File: config.mk
export PLATFORM = sky130hd
export DESIGN_NAME = vdp_sprite_line_scanner
export DESIGN_NICKNAME = d
export VERILOG_FILES = /design/src/rtl/vdp_sprite_line_scanner.sv
export SDC_FILE = /design/constraint.sdc
export NUM_CORES = 1
export LEC_CHECK = 0
export BUFFER_PORTS_ARGS = -buffer_cell sky130_fd_sc_hd__buf_2
export CORE_MARGIN = 1.5
export CORE_UTILIZATION = 35
export DETAILED_ROUTE_END_ITERATION = 8
export PLACE_DENSITY = 0.51
export SLEW_MARGIN = 15
export SYNTH_ARGS = -nofsm -noshare
export SYNTH_HDL_FRONTEND = slang
export SYNTH_SLANG_ARGS = --single-unit
File: constraint.sdc
create_clock -name CLK21M -period 5.2 [get_ports CLK21M]
set_clock_uncertainty 0.15 [all_clocks]
set_input_delay 0.52 -clock CLK21M [delete_from_list [all_inputs] [get_ports CLK21M]]
set_output_delay 0.52 -clock CLK21M [all_outputs]
set_load 0.05 [all_outputs]
File: src/rtl/vdp_sprite_line_scanner.sv
// Per-line sprite attribute scanner: walks the 32-plane table and builds the visible-sprite list.
// Optional macro VDP_SPRITE_EXT_LIMIT_EN adds REG_EXT_LIMIT to raise the per-line limit to MAX_PER_LINE.
module vdp_sprite_line_scanner #(
  parameter int MAX_PER_LINE = 8,
  parameter int IDX_W        = 4
) (
  input  logic             CLK21M,
  input  logic             RESET,
  input  logic             START,
  input  logic [7:0]       LINE_Y,
  input  logic             SPMODE2,
  input  logic             REG_R1_SP_SIZE,
  input  logic             REG_R1_SP_ZOOM,
  input  logic             REG_R8_SP_OFF,
  input  logic [9:0]       REG_R11R5_SP_ATR_ADDR,
`ifdef VDP_SPRITE_EXT_LIMIT_EN
  input  logic             REG_EXT_LIMIT,
`endif
  output logic             ATR_REQ,
  output logic [16:0]      ATR_ADR,
  input  logic             ATR_ACK,
  input  logic [7:0]       ATR_DAT,
  output logic             BUSY,
  output logic             DONE,
  output logic [4:0]       LIST_COUNT,
  input  logic [IDX_W-1:0] LIST_RD_IDX,
  output logic [4:0]       LIST_RD_PLANE,
  output logic [3:0]       LIST_RD_YOFS,
  input  logic             S0_CLR,
  output logic             OVERMAPPED,
  output logic [4:0]       OVERMAPPED_NUM
);

  typedef enum logic [1:0] {S_IDLE, S_REQ, S_EVAL, S_FIN} state_t;

  localparam logic [4:0] MAX_L = 5'(MAX_PER_LINE);

  state_t     state_q, state_d;
  logic [4:0] plane_q, plane_d;
  logic [7:0] y_q, y_d;
  logic [4:0] count_q, count_d;
  logic       ovf_q, ovf_d;
  logic [4:0] ovnum_q, ovnum_d;
  logic       list_we;

  logic [4:0] list_plane_q [MAX_PER_LINE];
  logic [3:0] list_yofs_q  [MAX_PER_LINE];

  logic [7:0] off;
  logic [5:0] height;
  logic       visible;
  logic       is_marker;
  logic [3:0] yofs_w;
  logic [4:0] base_limit;
  logic [4:0] limit;

  // Unsigned wrap makes sprites near Y=255 reach into the top lines.
  assign off       = LINE_Y - y_q - 8'd1;
  assign visible   = off < {2'b00, height};
  assign is_marker = SPMODE2 ? (y_q == 8'd216) : (y_q == 8'd208);
  assign yofs_w    = REG_R1_SP_ZOOM ? off[4:1] : off[3:0];
  assign base_limit = SPMODE2 ? 5'd8 : 5'd4;

`ifdef VDP_SPRITE_EXT_LIMIT_EN
  assign limit = REG_EXT_LIMIT ? MAX_L : ((base_limit > MAX_L) ? MAX_L : base_limit);
`else
  assign limit = (base_limit > MAX_L) ? MAX_L : base_limit;
`endif

  always_comb begin
    case ({REG_R1_SP_SIZE, REG_R1_SP_ZOOM})
      2'b00:   height = 6'd8;
      2'b11:   height = 6'd32;
      default: height = 6'd16;
    endcase
  end

  always_ff @(posedge CLK21M or posedge RESET) begin
    if (RESET) begin
      state_q <= S_IDLE;
      plane_q <= '0;
      y_q     <= '0;
      count_q <= '0;
      ovf_q   <= 1'b0;
      ovnum_q <= '0;
    end else begin
      state_q <= state_d;
      plane_q <= plane_d;
      y_q     <= y_d;
      count_q <= count_d;
      ovf_q   <= ovf_d;
      ovnum_q <= ovnum_d;
    end
  end

  always_comb begin
    state_d = state_q;
    plane_d = plane_q;
    y_d     = y_q;
    count_d = count_q;
    ovf_d   = S0_CLR ? 1'b0 : ovf_q;
    ovnum_d = ovnum_q;
    list_we = 1'b0;
    case (state_q)
      S_IDLE: begin
        if (START) begin
          count_d = '0;
          if (REG_R8_SP_OFF) begin
            state_d = S_FIN;
          end else begin
            plane_d = '0;
            state_d = S_REQ;
          end
        end
      end
      S_REQ: begin
        if (ATR_ACK) begin
          y_d     = ATR_DAT;
          state_d = S_EVAL;
        end
      end
      S_EVAL: begin
        if (is_marker) begin
          state_d = S_FIN;
          if (!ovf_q) ovnum_d = plane_q;
        end else if (visible && (count_q == limit)) begin
          // Overflow set takes priority over a simultaneous status read clear.
          ovf_d   = 1'b1;
          state_d = S_FIN;
          if (!ovf_q) ovnum_d = plane_q;
        end else begin
          if (visible) begin
            list_we = 1'b1;
            count_d = count_q + 5'd1;
          end
          if (plane_q == 5'd31) begin
            state_d = S_FIN;
            if (!ovf_q) ovnum_d = plane_q;
          end else begin
            plane_d = plane_q + 5'd1;
            state_d = S_REQ;
          end
        end
      end
      default: state_d = S_IDLE;
    endcase
  end

  always_comb begin
    ATR_REQ        = (state_q == S_REQ);
    ATR_ADR        = (state_q == S_REQ) ? {REG_R11R5_SP_ATR_ADDR, plane_q, 2'b00} : 17'd0;
    BUSY           = (state_q == S_REQ) || (state_q == S_EVAL);
    DONE           = (state_q == S_FIN);
    LIST_COUNT     = count_q;
    OVERMAPPED     = ovf_q;
    OVERMAPPED_NUM = ovnum_q;
  end

  genvar gi;
  generate
    for (gi = 0; gi < MAX_PER_LINE; gi++) begin : g_entry
      always_ff @(posedge CLK21M or posedge RESET) begin
        if (RESET) begin
          list_plane_q[gi] <= '0;
          list_yofs_q[gi]  <= '0;
        end else if (list_we && (count_q == 5'(gi))) begin
          list_plane_q[gi] <= plane_q;
          list_yofs_q[gi]  <= yofs_w;
        end
      end
    end
  endgenerate

  // Entries past LIST_COUNT still hold the previous scan's data.
  always_comb begin
    LIST_RD_PLANE = '0;
    LIST_RD_YOFS  = '0;
    for (int i = 0; i < MAX_PER_LINE; i++) begin
      if (LIST_RD_IDX == IDX_W'(i)) begin
        LIST_RD_PLANE = list_plane_q[i];
        LIST_RD_YOFS  = list_yofs_q[i];
      end
    end
  end

endmodule

# After elaboration in Yosys (flattened, before gate mapping)
# Cells that the tools add are included.
dict set report word_totals {
  regBits 98
  inputBits 39
  word_cells 130
}
dict set report op_classes {
  add_sub_neg 4
  n_lt_le_gt_ge 2
  eq_ne 29
  muxes 52
  n_reduce_logical 21
}
# operator count
set op_table {}
lappend op_table {{$mux W5} 21}
lappend op_table {{$mux W4} 11}
lappend op_table {{$eq A5 B3 Y1 const B} 4}
lappend op_table {{$pmux W5 S2} 2}
lappend op_table {{$mux W17} 1}
lappend op_table {{$eq A4 B3 Y1 const B} 4}
lappend op_table {{$eq A8 B8 Y1 const B} 2}
lappend op_table {{$mux W2} 6}
lappend op_table {{$ne A2 B2 Y1 const B} 6}
lappend op_table {{$pmux W6 S2} 1}
lappend op_table {{$add A5 B1 Y5 const B} 2}
lappend op_table {{$eq A5 B2 Y1 const B} 2}
lappend op_table {{$logic_and A1 B1 Y1} 9}
lappend op_table {{$mux W1} 9}
lappend op_table {{$eq A4 B2 Y1 const B} 2}
lappend op_table {{$lt A8 B6 Y1} 1}
lappend op_table {{$sub A8 B1 Y8 const B} 1}
lappend op_table {{$sub A8 B8 Y8} 1}
lappend op_table {{$eq A2 B2 Y1 const B} 3}
lappend op_table {{$pmux W2 S3} 1}
lappend op_table {{$reduce_and A2 Y1} 3}
lappend op_table {{$reduce_and A6 Y1} 1}
lappend op_table {{$eq A5 B1 Y1 const B} 1}
lappend op_table {{$eq A5 B4 Y1} 1}
lappend op_table {{other kinds (12)} 13}

# Longest topological paths before layout
dict set report depth {
  word_depth 9
  depth_mapped 13
  mapped_depth_nobuf 12
}

# Least setup slack after synthesis
# Ideal clock, no wire load.
dict set report synth_timing {
  path_kind {input to register}
  from {input port LINE_Y[0]}
  to {register list_plane_q[20] in the netlist's numbering}
  t_arrival_ns 3.554
  t_required_ns 4.925
  path_slack_ns 1.372
  stages 12
  n_path_buf 1
  cell_sequence {ha_1 fa_1 a21o_1 a21oi_1 xnor2_1 ha_1 nor4_1 a211oi_1 a211o_2 buf_6 nor4_4 mux2_2}
}
dict set report synth_via {
  elab_chain_cells 8
}
# item line_no
set synth_rtl {}
lappend synth_rtl {{start: declaration} 10} ;# input logic [7:0] LINE_Y,
lappend synth_rtl {{$sub A8 B8 Y8 (*)} 58} ;# assign off = LINE_Y - y_q - 8'd1;
lappend synth_rtl {{$sub A8 B1 Y8 (*)} 58}
lappend synth_rtl {{$lt A8 B6 Y1 (*)} 59} ;# assign visible = off < {2'b00, height};
lappend synth_rtl {{$mux W1 or $logic_and A1 B1 Y1 (tied branches)} {132, 126}}
lappend synth_rtl {{$mux W1 (*)} 126} ;# end else if (visible && (count_q == limit)) begin
lappend synth_rtl {{$mux W1 (*)} 123} ;# if (is_marker) begin
lappend synth_rtl {{$mux W1 (*)} 104} ;# case (state_q)
lappend synth_rtl {{$logic_and A1 B1 Y1 (*)} 166} ;# end else if (list_we && (count_q == 5'(gi))) begin
lappend synth_rtl {{end signal: indexed assignment} 167} ;# list_plane_q[gi] <= plane_q;
lappend synth_rtl {{end: declaration} 46} ;# logic [4:0] list_plane_q [MAX_PER_LINE];
# Every way passes the cells marked *; elsewhere a longest branch is shown, timed or not.
# A chain may end at the register's enable or synchronous reset.

# Final worst setup path
dict set report layout_timing {
  from {register y_q[0]}
  to {register list_plane_q[36] in the netlist's numbering}
}
dict set report layout_via {
  elab_chain_cells 8
}
# item line_no
set layout_rtl {}
lappend layout_rtl {{start: declaration} 40} ;# logic [7:0] y_q, y_d;
lappend layout_rtl {{start signal: assignment} 89} ;# y_q <= y_d;
lappend layout_rtl {{$sub A8 B8 Y8} 58}
lappend layout_rtl {{$sub A8 B1 Y8} 58}
lappend layout_rtl {{$lt A8 B6 Y1} 59}
lappend layout_rtl {{$mux W1 or $logic_and A1 B1 Y1 (tied branches)} {132, 126}}
lappend layout_rtl {{$mux W1} 126}
lappend layout_rtl {{$mux W1 (*)} 123}
lappend layout_rtl {{$mux W1 (*)} 104}
lappend layout_rtl {{$logic_and A1 B1 Y1 (*)} 166}
# Marks and branches as above.

==> results by group <==
Global routing
  – Gr ovfl total: 0
  – Initial antenna violation count: 0
  – Vias in the first global route: around 3,800
  – Global-route wire length before repair: 21,100 um
  – GRT Util Overall: 0.167
  – Largest net degree at the start of global routing: between 60 and 70

Floorplan
  – Height of the die: between 100 and 150 um
  – IO Pins: 79
  – Core Box Area: roughly 0.015 mm^2
  – Initial Utilization: 0.359
  – # rows: between 40 and 50
  – Die area: between 0.015 and 0.02 mm^2
  – Die Wd: around 130 um

Timing
  – Max-slew headroom at the worst pin: 0.260
  – Pins Over Slew Limit: 0
  – Hold Slack: around 0.04 ns
  – Final period util: 0.792
  – Max Clock Freq: between 200 and 250 MHz
  – Final setup TNS: 0 ns
  – Hold Vio Cnt, Final: 0
  – Count of final setup violators: 0
  – Worst slew pin tran: between 1 and 1.5 ns
  – Unrepaired setup endpoints after global routing: false
  – Final min period: 4.12 ns

Critical path
  – CP Max Fanout: 16
  – Crit-path max cell delay: ~0.79 ns
  – CP Class: reg2reg
  – Crit path required time: 5.28 ns
  – Critical Path Source Type: register
  – R2r endpoint: list_plane_q[36]
  – Crit path DAT: around 4.2 ns
  – Reg2Reg Depth: 12
  – Top delay family on crit path: simple AND/OR/NAND/NOR gates
  – CP most frequent cell: ha_1
  – Worst Path Buf+Inv: 1
  – Crit path cell chain: inv_1 -> ha_1 -> fa_1 -> a21o_1 -> a21oi_1 -> xnor2_1 -> ha_1 -> nor4_1 -> a211oi_1 -> a211o_2 -> nor4b_4 -> mux2_2
  – Worst path slowest cell: nor4b_4
  – Endpoint class of the critical path: register
  – R2r setup slk: 1.08 ns
  – Worst r2r src: y_q[0]

Yosys
  – Post-synth ARST share: 1.00
  – Flops & latches, synth: 98
  – Synthesized cell area: about 0.0055 mm^2
  – Distinct cells, synth: between 50 and 60
  – Synth Area per Inst: 11.6 um^2
  – Main synth FF type: dfrtp_1
  – Yosys warns: 0
  – Post-synth EDFFs: 0
  – Mapped Cells: ~470
  – Post-synthesis sequential area ratio: 0.450

Drt
  – Vias: 3,837
  – Post-DRT Antenna Nets: 0
  – DR vias/cell: between 5 and 6
  – First-pass detailed-route iteration total: 4
  – DRC violations left: 0
  – Routed wire length: approximately 13,000 um
  – Initial drt markers: 183
  – DR WL/cell: 17.7 um

Final layout
  – Total Nets Final: slightly below 600
  – Proportion of layout cells with a drive suffix above 1: 0.378
  – Area Growth Syn to Fin: 15.2%
  – Fillers: ~1,500
  – ANT cells: 0

Clock tree
  – CTS tree: yes
  – CTS Hold Buffers Added: 0
  – Worst-path clk slew: around 0.070 ns
  – Number of H-tree levels: 3
  – CTS Buffer Depth: 2
  – Clk_lat worst skew: approximately 0.35 ns
  – Clk root buf: clkbuf_16
  – Cts bufs inserted: 9
  – Sink Count: 98
  – Post-CTS Setup Bufs: 0
  – Cts repair resizes: 0

Placed design
  – Final HPWL DP: a little over 9000 um
  – Port-buffer cells: 76
  – Gpl congestion: ~0.78

Power
  – Leak Pwr: just over 3 nW
  – Pwr Density: approximately 430 mW/mm^2
  – Peak supply drop: 0.000199 V

Flow run
  – Max Cap Violations: 0

Min path
  – Worst Hold Class: in2async

Status
  – Status: finished clean
-- power by group --
| group | switching [mW] | internal, mW | leakage, nW |
|---|---|---|---|
| sequential | 0.100 | 0.858 | 1.34 |
| clock | 0.298 | 0.390 | 0.148 |
| combinational | 0.668 | 0.368 | 1.56 |
| total | 1.07 | 1.62 | 3.04 |
-- through the flow --
stage               utilization  instances  total power, mW  setup slack, ns  area, um^2
floorplan                     -        472             1.76             1.37        5460
global placement          0.393        712             2.00            0.875        5980
detailed placement        0.393        712             2.01            0.830        5980
CTS                       0.413        728             2.71             1.03        6280
global route              0.413        728             2.85            0.812        6280
finish                    0.413        728             2.68             1.08        6280
-- worst reg2reg max path, cell delays in order, from the launching register on --
cell and delay [ns]:
dfrtp_1 0.38, inv_1 0.06, ha_1 0.21, fa_1 0.43, a21o_1 0.17, a21oi_1 0.21
xnor2_1 0.12, ha_1 0.22, nor4_1 0.28, a211oi_1 0.10, a211o_2 0.48, nor4b_4 0.79
mux2_2 0.41
-- kinds of logic (layout without fill, tap and decap cells) --
family                   count (synthesis)  in the layout  synth area share
adder cells (fa/ha/maj)                 22             22            0.0519
flip-flops                              98             98             0.450
multiplexers                           111            111             0.243
XOR/XNOR                                 6              6           0.00964
AO/OA/AOI/OAI                           69             69            0.0819
AND/OR/NAND/NOR                        116            116             0.128
buffers and inverters                   48            116            0.0360
other                                    1              2          0.000688
-- cells in the final DEF (no fill, tap or decap), drive strengths merged, types with 3 or more instances in the layout --
| master | count |
|---|---|
| nand3b | 3 |
| nand2b | 11 |
| o211ai | 4 |
| o21ai | 14 |
| nor3 | 3 |
| mux4 | 8 |
| ha | 21 |
| nand2 | 26 |
| xnor2 | 4 |
| o22ai | 3 |
| and3 | 3 |
| nor2 | 11 |
| and2 | 16 |
| a21oi | 22 |
| a22o | 3 |
| inv | 23 |
| mux2i | 14 |
| mux2 | 89 |
| buf | 78 |
| or3 | 5 |
| nor3b | 4 |
| a211oi | 6 |
| nand3 | 15 |
| nor4 | 7 |
| or2 | 4 |
| clkbuf | 11 |
| dfrtp | 98 |
-- cell type report --
class	count	area, um^2	share of cell area
multi-input cells	326	2810	0.447
flip-flops and latches	98	2450	0.390
repair buffers	78	395	0.0629
clock buffers	11	243	0.0386
well taps	188	235	0.0375
inverters	22	85.1	0.0135
clock inverters	5	62.6	0.00996
-- layer usage --
layer	up-vias	GRT usage	routed length (um)
li1	1830	-	-
met1	1934	0.240	6400
met2	60	0.262	5980
met3	13	0.0196	326
met4	0	0.0608	209
met5	-	0	0
-- synthesized netlist by cell type (all sizes together), types with 3 or more instances --
master  number  area [um^2]
dfrtp       98         2450
mux2        89         1000
nand2       26         97.6
a21oi       22          110
inv         22         82.6
ha          21          263
and2        16          100
clkbuf      16         60.1
nand3       15         75.1
mux2i       14          140
o21ai       14         70.1
nand2b      11         68.8
nor2        11         41.3
buf         10         53.8
mux4         8          180
nor4         7         88.8
a211oi       6         50.1
or3          5         31.3
nor3b        4         30.0
o211ai       4         30.0
or2          4         25.0
xnor2        4         35.0
a22o         3         26.3
and3         3         18.8
nand3b       3         22.5
nor3         3         15.0
o22ai        3         18.8
-- registers in the layout (all words and copies together), names as in the netlist --
| register | flops |
|---|---|
| list_plane_q | 40 |
| plane_q | 5 |
| LIST_COUNT | 5 |
| y_q | 8 |
| list_yofs_q | 32 |
| OVERMAPPED_NUM | 5 |
| state_q | 2 |
| OVERMAPPED | 1 |
-- how the worst max path moves through the flow --
stage                          from               end  slack (ns)  cells past startpoint
after detailed placement  LINE_Y[0]   list_yofs_q[30]        0.83                     12
final                        y_q[0]  list_plane_q[36]        1.08                     12
after CTS                    y_q[0]   list_yofs_q[30]        1.03                     12
after floorplan           LINE_Y[0]  list_plane_q[20]        1.37                     12
after global routing         y_q[0]  list_plane_q[36]        0.81                     12
after global placement    LINE_Y[0]  list_plane_q[39]        0.87                     12
Power figures use the tool's default switching activity.
